File: src/rtl/uart_rx_fifo.sv
// uart_rx_fifo
//   UART receiver peripheral for the j1soc. It deserialises 8N1 frames from
//   uart_rx_i, buffers the received bytes in a circular FIFO and exposes them
//   through a two-register read-only window. An interrupt is raised while
//   bytes are waiting.
//
// Ports
//   sys_clk_i    in   1   system clock, rising edge
//   sys_rst_n_i  in   1   asynchronous reset, active-low
//   uart_rx_i    in   1   serial input, idle high, asynchronous to sys_clk_i
//   cs_i         in   1   peripheral select
//   rd_i         in   1   read strobe, qualified by cs_i
//   addr_i       in   1   0 = DATA, 1 = STATUS
//   dout_o       out  16  read data, registered
//   irq_o        out  1   high while the FIFO is non-empty
//
// Read handshake: a read is the single cycle in which cs_i & rd_i is high.
// dout_o carries the response from the following cycle on and holds it until
// the next read. There is no back-pressure, so a read is accepted every cycle.
//
// Registers
//   DATA   (addr 0): {8'h00, head byte}, pops the head; 16'h0000 when empty.
//   STATUS (addr 1): {12'h000, overrun, frame_err, full, ~empty}; the read
//                    clears overrun and frame_err (a same-cycle set wins).

module uart_rx_fifo #(
    parameter int CLKS_PER_BIT = 434,
    parameter int DEPTH        = 16
) (
    input  logic        sys_clk_i,
    input  logic        sys_rst_n_i,
    input  logic        uart_rx_i,
    input  logic        cs_i,
    input  logic        rd_i,
    input  logic        addr_i,
    output logic [15:0] dout_o,
    output logic        irq_o
);

    localparam int CNT_W = $clog2(CLKS_PER_BIT);
    localparam int AW    = $clog2(DEPTH);

    localparam logic [CNT_W-1:0] HALF_M1 = CNT_W'(CLKS_PER_BIT / 2 - 1);
    localparam logic [CNT_W-1:0] FULL_M1 = CNT_W'(CLKS_PER_BIT - 1);

    typedef enum logic [2:0] {
        S_IDLE  = 3'd0,
        S_START = 3'd1,
        S_DATA  = 3'd2,
        S_STOP  = 3'd3,
        S_BREAK = 3'd4
    } state_e;

    // Receiver state; state_q is the observable FSM state.
    state_e           state_q;
    logic [CNT_W-1:0] cnt_q;
    logic [2:0]       bit_idx_q;
    logic [7:0]       shift_q;
    logic             sync1_q;
    logic             sync2_q;

    // FIFO and register-window state.
    logic [7:0]       mem_q [DEPTH];
    logic [AW:0]      wr_ptr_q, wr_ptr_d;
    logic [AW:0]      rd_ptr_q, rd_ptr_d;
    logic             overrun_q, overrun_d;
    logic             frame_err_q, frame_err_d;
    logic [15:0]      dout_q;
    logic             irq_q;

    logic             empty_w;
    logic             full_w;
    logic             rd_en_w;
    logic             pop_w;
    logic             stat_rd_w;
    logic             push_w;
    logic             ferr_set_w;
    logic             wr_en_w;

    // Two-flop synchroniser; idles high so reset does not look like a start bit.
    always_ff @(posedge sys_clk_i or negedge sys_rst_n_i) begin
        if (!sys_rst_n_i) begin
            sync1_q <= 1'b1;
            sync2_q <= 1'b1;
        end else begin
            sync1_q <= uart_rx_i;
            sync2_q <= sync1_q;
        end
    end

    // Receive FSM. START samples at mid start bit; every later sample lands
    // one full bit period after the previous one, i.e. near mid-bit.
    always_ff @(posedge sys_clk_i or negedge sys_rst_n_i) begin
        if (!sys_rst_n_i) begin
            state_q   <= S_IDLE;
            cnt_q     <= '0;
            bit_idx_q <= '0;
            shift_q   <= '0;
        end else begin
            case (state_q)
                S_IDLE: begin
                    if (!sync2_q) begin
                        state_q <= S_START;
                        cnt_q   <= '0;
                    end
                end
                S_START: begin
                    if (cnt_q == HALF_M1) begin
                        cnt_q     <= '0;
                        bit_idx_q <= '0;
                        // A line back high at mid start bit was a glitch.
                        state_q   <= sync2_q ? S_IDLE : S_DATA;
                    end else begin
                        cnt_q <= cnt_q + 1'b1;
                    end
                end
                S_DATA: begin
                    if (cnt_q == FULL_M1) begin
                        cnt_q   <= '0;
                        // LSB first: shifting right leaves bit 0 at shift_q[0].
                        shift_q <= {sync2_q, shift_q[7:1]};
                        if (bit_idx_q == 3'd7) begin
                            state_q <= S_STOP;
                        end else begin
                            bit_idx_q <= bit_idx_q + 1'b1;
                        end
                    end else begin
                        cnt_q <= cnt_q + 1'b1;
                    end
                end
                S_STOP: begin
                    if (cnt_q == FULL_M1) begin
                        cnt_q   <= '0;
                        state_q <= sync2_q ? S_IDLE : S_BREAK;
                    end else begin
                        cnt_q <= cnt_q + 1'b1;
                    end
                end
                S_BREAK: begin
                    // Hold here until the line recovers so a long break is not
                    // taken as a stream of new start bits.
                    if (sync2_q) begin
                        state_q <= S_IDLE;
                    end
                end
                default: state_q <= S_IDLE;
            endcase
        end
    end

    // Stop-bit outcome, valid in the single cycle the stop bit is sampled.
    assign push_w     = (state_q == S_STOP) && (cnt_q == FULL_M1) && sync2_q;
    assign ferr_set_w = (state_q == S_STOP) && (cnt_q == FULL_M1) && !sync2_q;

    // Pointers carry one extra wrap bit to tell full from empty.
    assign empty_w   = (wr_ptr_q == rd_ptr_q);
    assign full_w    = (wr_ptr_q[AW] != rd_ptr_q[AW]) &&
                       (wr_ptr_q[AW-1:0] == rd_ptr_q[AW-1:0]);

    assign rd_en_w   = cs_i & rd_i;
    assign pop_w     = rd_en_w & ~addr_i & ~empty_w;
    assign stat_rd_w = rd_en_w & addr_i;

    // A full FIFO still accepts the byte when a pop frees a slot this cycle.
    assign wr_en_w   = push_w & (~full_w | pop_w);

    assign wr_ptr_d    = wr_ptr_q + (AW + 1)'(wr_en_w);
    assign rd_ptr_d    = rd_ptr_q + (AW + 1)'(pop_w);
    assign overrun_d   = (overrun_q & ~stat_rd_w) | (push_w & full_w & ~pop_w);
    assign frame_err_d = (frame_err_q & ~stat_rd_w) | ferr_set_w;

    always_ff @(posedge sys_clk_i) begin
        if (wr_en_w) begin
            mem_q[wr_ptr_q[AW-1:0]] <= shift_q;
        end
    end

    always_ff @(posedge sys_clk_i or negedge sys_rst_n_i) begin
        if (!sys_rst_n_i) begin
            wr_ptr_q    <= '0;
            rd_ptr_q    <= '0;
            overrun_q   <= 1'b0;
            frame_err_q <= 1'b0;
            dout_q      <= '0;
            irq_q       <= 1'b0;
        end else begin
            wr_ptr_q    <= wr_ptr_d;
            rd_ptr_q    <= rd_ptr_d;
            overrun_q   <= overrun_d;
            frame_err_q <= frame_err_d;
            // Built from next-state pointers so irq tracks a push/pop one cycle later.
            irq_q       <= (wr_ptr_d != rd_ptr_d);
            if (rd_en_w) begin
                if (addr_i) begin
                    dout_q <= {12'h000, overrun_q, frame_err_q, full_w, ~empty_w};
                end else if (empty_w) begin
                    dout_q <= 16'h0000;
                end else begin
                    dout_q <= {8'h00, mem_q[rd_ptr_q[AW-1:0]]};
                end
            end
        end
    end

    assign dout_o = dout_q;
    assign irq_o  = irq_q;

endmodule

File: config.mk
export PLATFORM = sky130hd
export DESIGN_NAME = uart_rx_fifo
export DESIGN_NICKNAME = d
export VERILOG_FILES = /design/src/rtl/uart_rx_fifo.sv
export SDC_FILE = /design/constraint.sdc
export NUM_CORES = 1
export LEC_CHECK = 0
export BUFFER_PORTS_ARGS = -buffer_cell sky130_fd_sc_hd__buf_2
export CAP_MARGIN = 0
export CORE_MARGIN = 1.5
export CORE_UTILIZATION = 42
export DETAILED_ROUTE_END_ITERATION = 10
export HOLD_SLACK_MARGIN = 0.08
export SETUP_SLACK_MARGIN = 0.5
export SYNTH_ARGS = -nofsm -noshare
export SYNTH_HDL_FRONTEND = slang
export SYNTH_SLANG_ARGS = --single-unit
export TNS_END_PERCENT = 10
File: constraint.sdc
create_clock -name sys_clk_i -period 2.4 [get_ports sys_clk_i]
set_input_delay 0.24 -clock sys_clk_i [delete_from_list [all_inputs] [get_ports sys_clk_i]]
set_output_delay 0.24 -clock sys_clk_i [all_outputs]
set_load 0.02 [all_outputs]
==> After elaboration in Yosys (flattened, before gate mapping) <==
Memory sizes are Yosys's and may differ from the RTL's.
Index checks and enable logic that the tools add are counted.
{ "op_classes": {"add_sub_neg": 4, "mul": 0, "div": 0, "magnitude_cmp": 0, "n_eq_ne": 18, "shift": 0, "n_mux": 21, "n_bitwise": 17, "n_reduce_logical": 13} }
{ "op_table": {"columns": ["op", "n"], "rows": [
  ["$mux W3", 10],
  ["$mux W9", 3],
  ["$pmux W9 S3", 1],
  ["$mux W16", 1],
  ["$pmux W3 S5", 1],
  ["$ne A2 B2 Y1 const B", 7],
  ["$add A5 B1 Y5", 2],
  ["$add A9 B1 Y9 const B", 1],
  ["$and A1 B1 Y1", 9],
  ["$eq A9 B8 Y1 const B", 1],
  ["$eq A9 B9 Y1 const B", 1],
  ["$mux W8", 1],
  ["$eq A3 B2 Y1 const B", 2],
  ["$eq A3 B3 Y1 const B", 2],
  ["$pmux W3 S2", 1],
  ["$reduce_and A6 Y1", 1],
  ["$eq A5 B5 Y1", 1],
  ["$ne A5 B5 Y1", 1],
  ["$not A1 Y1", 5],
  ["$eq A4 B4 Y1", 1],
  ["$logic_and A1 B1 Y1", 4],
  ["$reduce_and A2 Y1", 2],
  ["$reduce_and A4 Y1", 1],
  ["$add A3 B1 Y3 const B", 1],
  ["10 further kinds", 13]
]} }
{ "word_totals": {"register_bits": 54, "latchBits": 0, "ramBits": 128, "romBits": 0, "inputBits": 6, "out_inout_bits": 17, "word_cells": 86, "mem_count": 1} }
{ "memory_table": {"columns": ["name", "words", "width", "read_ports", "rd_clocked_by_memory_dff", "wr", "line_no", "rtl"], "rows": [
  ["mem_q", 16, 8, 1, 0, 1, "63", "logic [7:0] mem_q [DEPTH];"]
]} }

==> Longest topological paths before layout <==
{ "logic_depth": {"ltp_word": 7, "mapped_depth": 12, "depth_no_buf": 12} }

==> Least setup slack after synthesis <==
Ideal clock, no wire load.
{ "synth_path": {"path_type": "register -> register", "startpoint": "register cnt_q[3]", "endpoint": "memory mem_q[12][0], enable pin", "t_arrival_ns": 2.266, "path_slack_ns": -0.250, "stages_incl_launch_ff": 7, "path_buffers": 1, "cell_sequence": "dfrtp_1 > buf_6 > nor4b_4 > nand4_4 > a311o_1 > or2_2 > nor3_1"} }
{ "synth_between": {"elab_chain_len": 6} }
{ "synth_lines": {"columns": ["element", "line_no", "rtl"], "rows": [
  ["from (decl)", "56", "logic [CNT_W-1:0] cnt_q;"],
  ["from (signal assigned)", "114", "cnt_q <= cnt_q + 1'b1;"],
  ["from (signal assigned)", "128", "cnt_q <= cnt_q + 1'b1;"],
  ["from (signal assigned)", "136", "cnt_q <= cnt_q + 1'b1;"],
  ["$eq A9 B9 Y1", "152", "assign push_w = (state_q == S_STOP) && (cnt_q == FULL_M1) && sync2_q;"],
  ["$logic_and A1 B1 Y1 (2 in series)", "152", null],
  ["$and A1 B1 Y1", "165", "assign wr_en_w = push_w & (~full_w | pop_w);"],
  ["$mux W1", "173", "if (wr_en_w) begin"],
  ["$mux W1 (not written as such)", "174", "mem_q[wr_ptr_q[AW-1:0]] <= shift_q;"],
  ["to (decl)", "63", null]
]} }
Every way passes these cells.

==> Worst setup path after layout <==
{ "layout_path": {"startpoint": "register cnt_q[2]", "endpoint": "memory mem_q[9][0], enable pin"} }
Same word-level chain as after synthesis.

==> impl_metrics.json <==
{
  "outcome": "finished, violations left",
  "failed_checks": "negative setup slack",
  "clock_skew_ns": 0.0147,
  "detailedRoute.firstIterationViolations": 398,
  "yosys_most_used_dff": "edfxtp_1",
  "routed-via-count": 3921,
  "critPathRequiredTime_ns": 2.55,
  "path_cells": "nor4b_4 > nand4_4 > a311o_1 > buf_4 > buf_6 > or3b_4 > nor2_2 > buf_12",
  "maxCapViolCount": 0,
  "drt_pre_antenna_iters": 5,
  "clock_sink_count": 174,
  "port_buffers": 14,
  "path_delay_family": "simple AND/OR/NAND/NOR gates",
  "timing.critical_path.to_type": "flip-flop",
  "area_growth_syn_to_layout_pct": 18.9,
  "synth_enable_flop_cells": 128,
  "power_leakage_nw": 3.15,
  "hold_path.class": "primary input to flip-flop",
  "gr-usage-all-layers": 0.178,
  "power_per_cell_area_mw_per_mm2": 857,
  "design_power_total_w": 0.00746,
  "synth_top_cell_by_area": "edfxtp_1",
  "chipWidth_um": 135,
  "synthArstFlopShare": 0.264,
  "design.portCount": 23,
  "min_period_over_period": 1.03,
  "hpwl_reported_at_the_end_of_detailed_placement_mm": 10.1,
  "synth_warnings": 0,
  "number_of_buffers_created_by_cts": 17,
  "clock_tree_from_tritoncts": "built",
  "yosys-top-cells-count": "edfxtp_1, dfrtp_1, mux4_2",
  "starting_density_of_the_core": 0.426,
  "antenna_found_initial": 0,
  "coreArea_mm2": 0.0172,
  "netlist_top_cells_area": "edfxtp_1, dfrtp_1, mux4_2",
  "timing_hold_violations_final": 0,
  "seqCellArea_mm2": 0.00500,
  "final_net_count": 506,
  "register_bit_count_reported_by_yosys": 174,
  "setup_ws_ns": -0.0675,
  "synth.most_common_cell": "edfxtp_1",
  "critPathMaxStageDelay_ns": 0.42,
  "synth_adder_area_share": 0.0137,
  "yosys.area_share.xor_xnor": 0.0241,
  "diodes": 0,
  "grt_pass1_vias": 3963,
  "route.antenna.remaining_nets": 0,
  "share_of_post_route_cells_with_drive_strength_above_1": 0.343,
  "clock_tree.buffer_depth": 2,
  "yosysSeqAreaShare": 0.683,
  "drv_slew": 0,
  "globalRouteOverflowTotal": 0,
  "wirelength_mm": 15.0,
  "timing.critical_path.buf_inv": 3,
  "grt_pass1_wl_mm": 23.4,
  "combinational_family_with_the_most_area_after_synthesis": "multiplexers",
  "vdd.ir_drop.worst_uv": 559,
  "maxClockFrequency_mhz": 405,
  "root_buffer": "clkbuf_16",
  "synthCells": 434,
  "synth_area_mm2": 0.00731,
  "timing.slew.headroom": 0.508,
  "syn-mean-instance-area_um2": 16.9,
  "cts_htree_levels": 4,
  "synthMuxAreaShare": 0.134,
  "wl_per_cell_um": 20.6,
  "routabilityCongestion": 0.833,
  "core.rowCount": 48,
  "setup_violations": 114,
  "synthDistinctLibCells": 46,
  "final-instance-count-excl-fill": 730,
  "area_of_the_multi_input_gates_mm2": 0.00226,
  "worst_hold_slack_ns": 0.167,
  "synth_compound_gate_area_share": 0.0399,
  "cell_count_after_placement": 694,
  "synth_simple_gate_area_share": 0.0768,
  "drt_drc_violations_left": 0,
  "synth.top_cell.area_share": 0.526,
  "critical_path.slowest_cell": "or3b_4",
  "worst_path_clk_slew_ns": 0.06,
  "dieHeight_um": 135,
  "final.fill_count": 1427,
  "setup_repair_after_global_routing_missed_its_margin": "true",
  "dieArea_mm2": 0.0182,
  "timing_worst_setup_path_type": "flip-flop to flip-flop",
  "vias_per_cell": 5.37,
  "arrival_ns": 2.62,
  "critPathMaxFanout": 8,
  "min_tclk_post_route_ns": 2.47,
  "grt_start_max_net_pins": 37,
  "clock_latency_ns": 0.44,
  "worst_pin_slew_ns": 0.738,
  "worstSetupStartpointType": "flip-flop"
}
-- timing repair --
action                     4_1_cts  5_1_grt
hold endpoints to repair        11        0
setup buffers                    0        2
resized for setup                4       39
gates cloned                     0        0
pin swaps                        2       10
hold buffers                     2        0
setup endpoints to repair      161      164
-- report_power, final --
group	total (W)	internal, W	switching, W
clock network	0.00268	0.00153	0.00115
registers	0.00337	0.00330	0.0000745
logic	0.00141	0.000663	0.000748
total	0.00746	0.00549	0.00197
-- worst min-delay path: stages --
cell and delay, ns:
buf_2 0.14, nand4_1 0.09, nand3_1 0.08
-- cell type report --
type | count | area share
clock buffer | 18 | 0.0494
clock inverter | 14 | 0.0163
inverter | 10 | 0.00432
multi-input combinational | 229 | 0.260
sequential | 174 | 0.575
tap | 225 | 0.0324
timing repair buffer | 60 | 0.0630
-- flip-flops by register name (all words and copies together), names as in the netlist --
register and flops:
mem_q 128, cnt_q 9, dout_o 8, shift_q 8, rd_ptr_q 5, wr_ptr_q 5
bit_idx_q 3, state_q 3, frame_err_q 1, irq_o 1, overrun_q 1, sync1_q 1
sync2_q 1
-- layout by cell type (no fill, tap or decap), types with 8 or more instances in the layout --
master / n
edfxtp_1: 128
dfrtp_1: 43
nand3_1: 12
xor2_1: 9
buf_6: 12
nor2_1: 17
conb_1: 8
inv_1: 9
buf_4: 25
clkbuf_16: 17
buf_2: 14
a21oi_1: 9
nand2_1: 27
mux2_2: 10
nor3_1: 8
nor2_2: 8
mux4_2: 37
-- path summary, 6_finish.rpt --
kind,from,to,slack (ns),depth (start not counted)
max in group asynchronous,sys_rst_n_i,sync2_q,1.40,3
min in group asynchronous,sys_rst_n_i,dout_o[3],0.23,2
min,addr_i,dout_o[2],0.17,3
max reg2reg,cnt_q[2],mem_q[9][0],-0.07,8
min reg2reg,sync1_q,sync2_q,0.36,0
max,cnt_q[2],mem_q[9][0],-0.07,8
-- cell families (layout without fill, tap and decap cells) --
kind of cell	Yosys count	in the layout
buffers and inverters	38	102
AND/OR/NAND/NOR	105	105
AO/OA/AOI/OAI	41	41
adder cells (fa/ha/maj)	8	8
XOR/XNOR	17	17
flip-flops	174	174
other	1	8
multiplexers	50	50
-- per-layer routing --
metal / global-route usage / vias up / part of all wire
li1: - / 1783 / -
met1: 0.249 / 2017 / 0.44
met2: 0.277 / 103 / 0.49
met3: 0.0435 / 18 / 0.047
met4: 0.0603 / 0 / 0.018
met5: 0 / - / 0
-- through the flow --
step / area [um^2] / TNS [ns] / setup WS [ns] / util
after floorplan: 7390 / -2.69 / -0.0788 / -
after global placement: 7930 / 0 / 0.0174 / 0.462
after detailed placement: 7930 / -0.462 / -0.0260 / 0.462
after CTS: 8540 / 0 / 0.0120 / 0.497
after global routing: 8700 / -13.34 / -0.146 / 0.506
final: 8700 / -4.40 / -0.0675 / 0.506
Note: power is estimated with default switching activity, not from simulation.
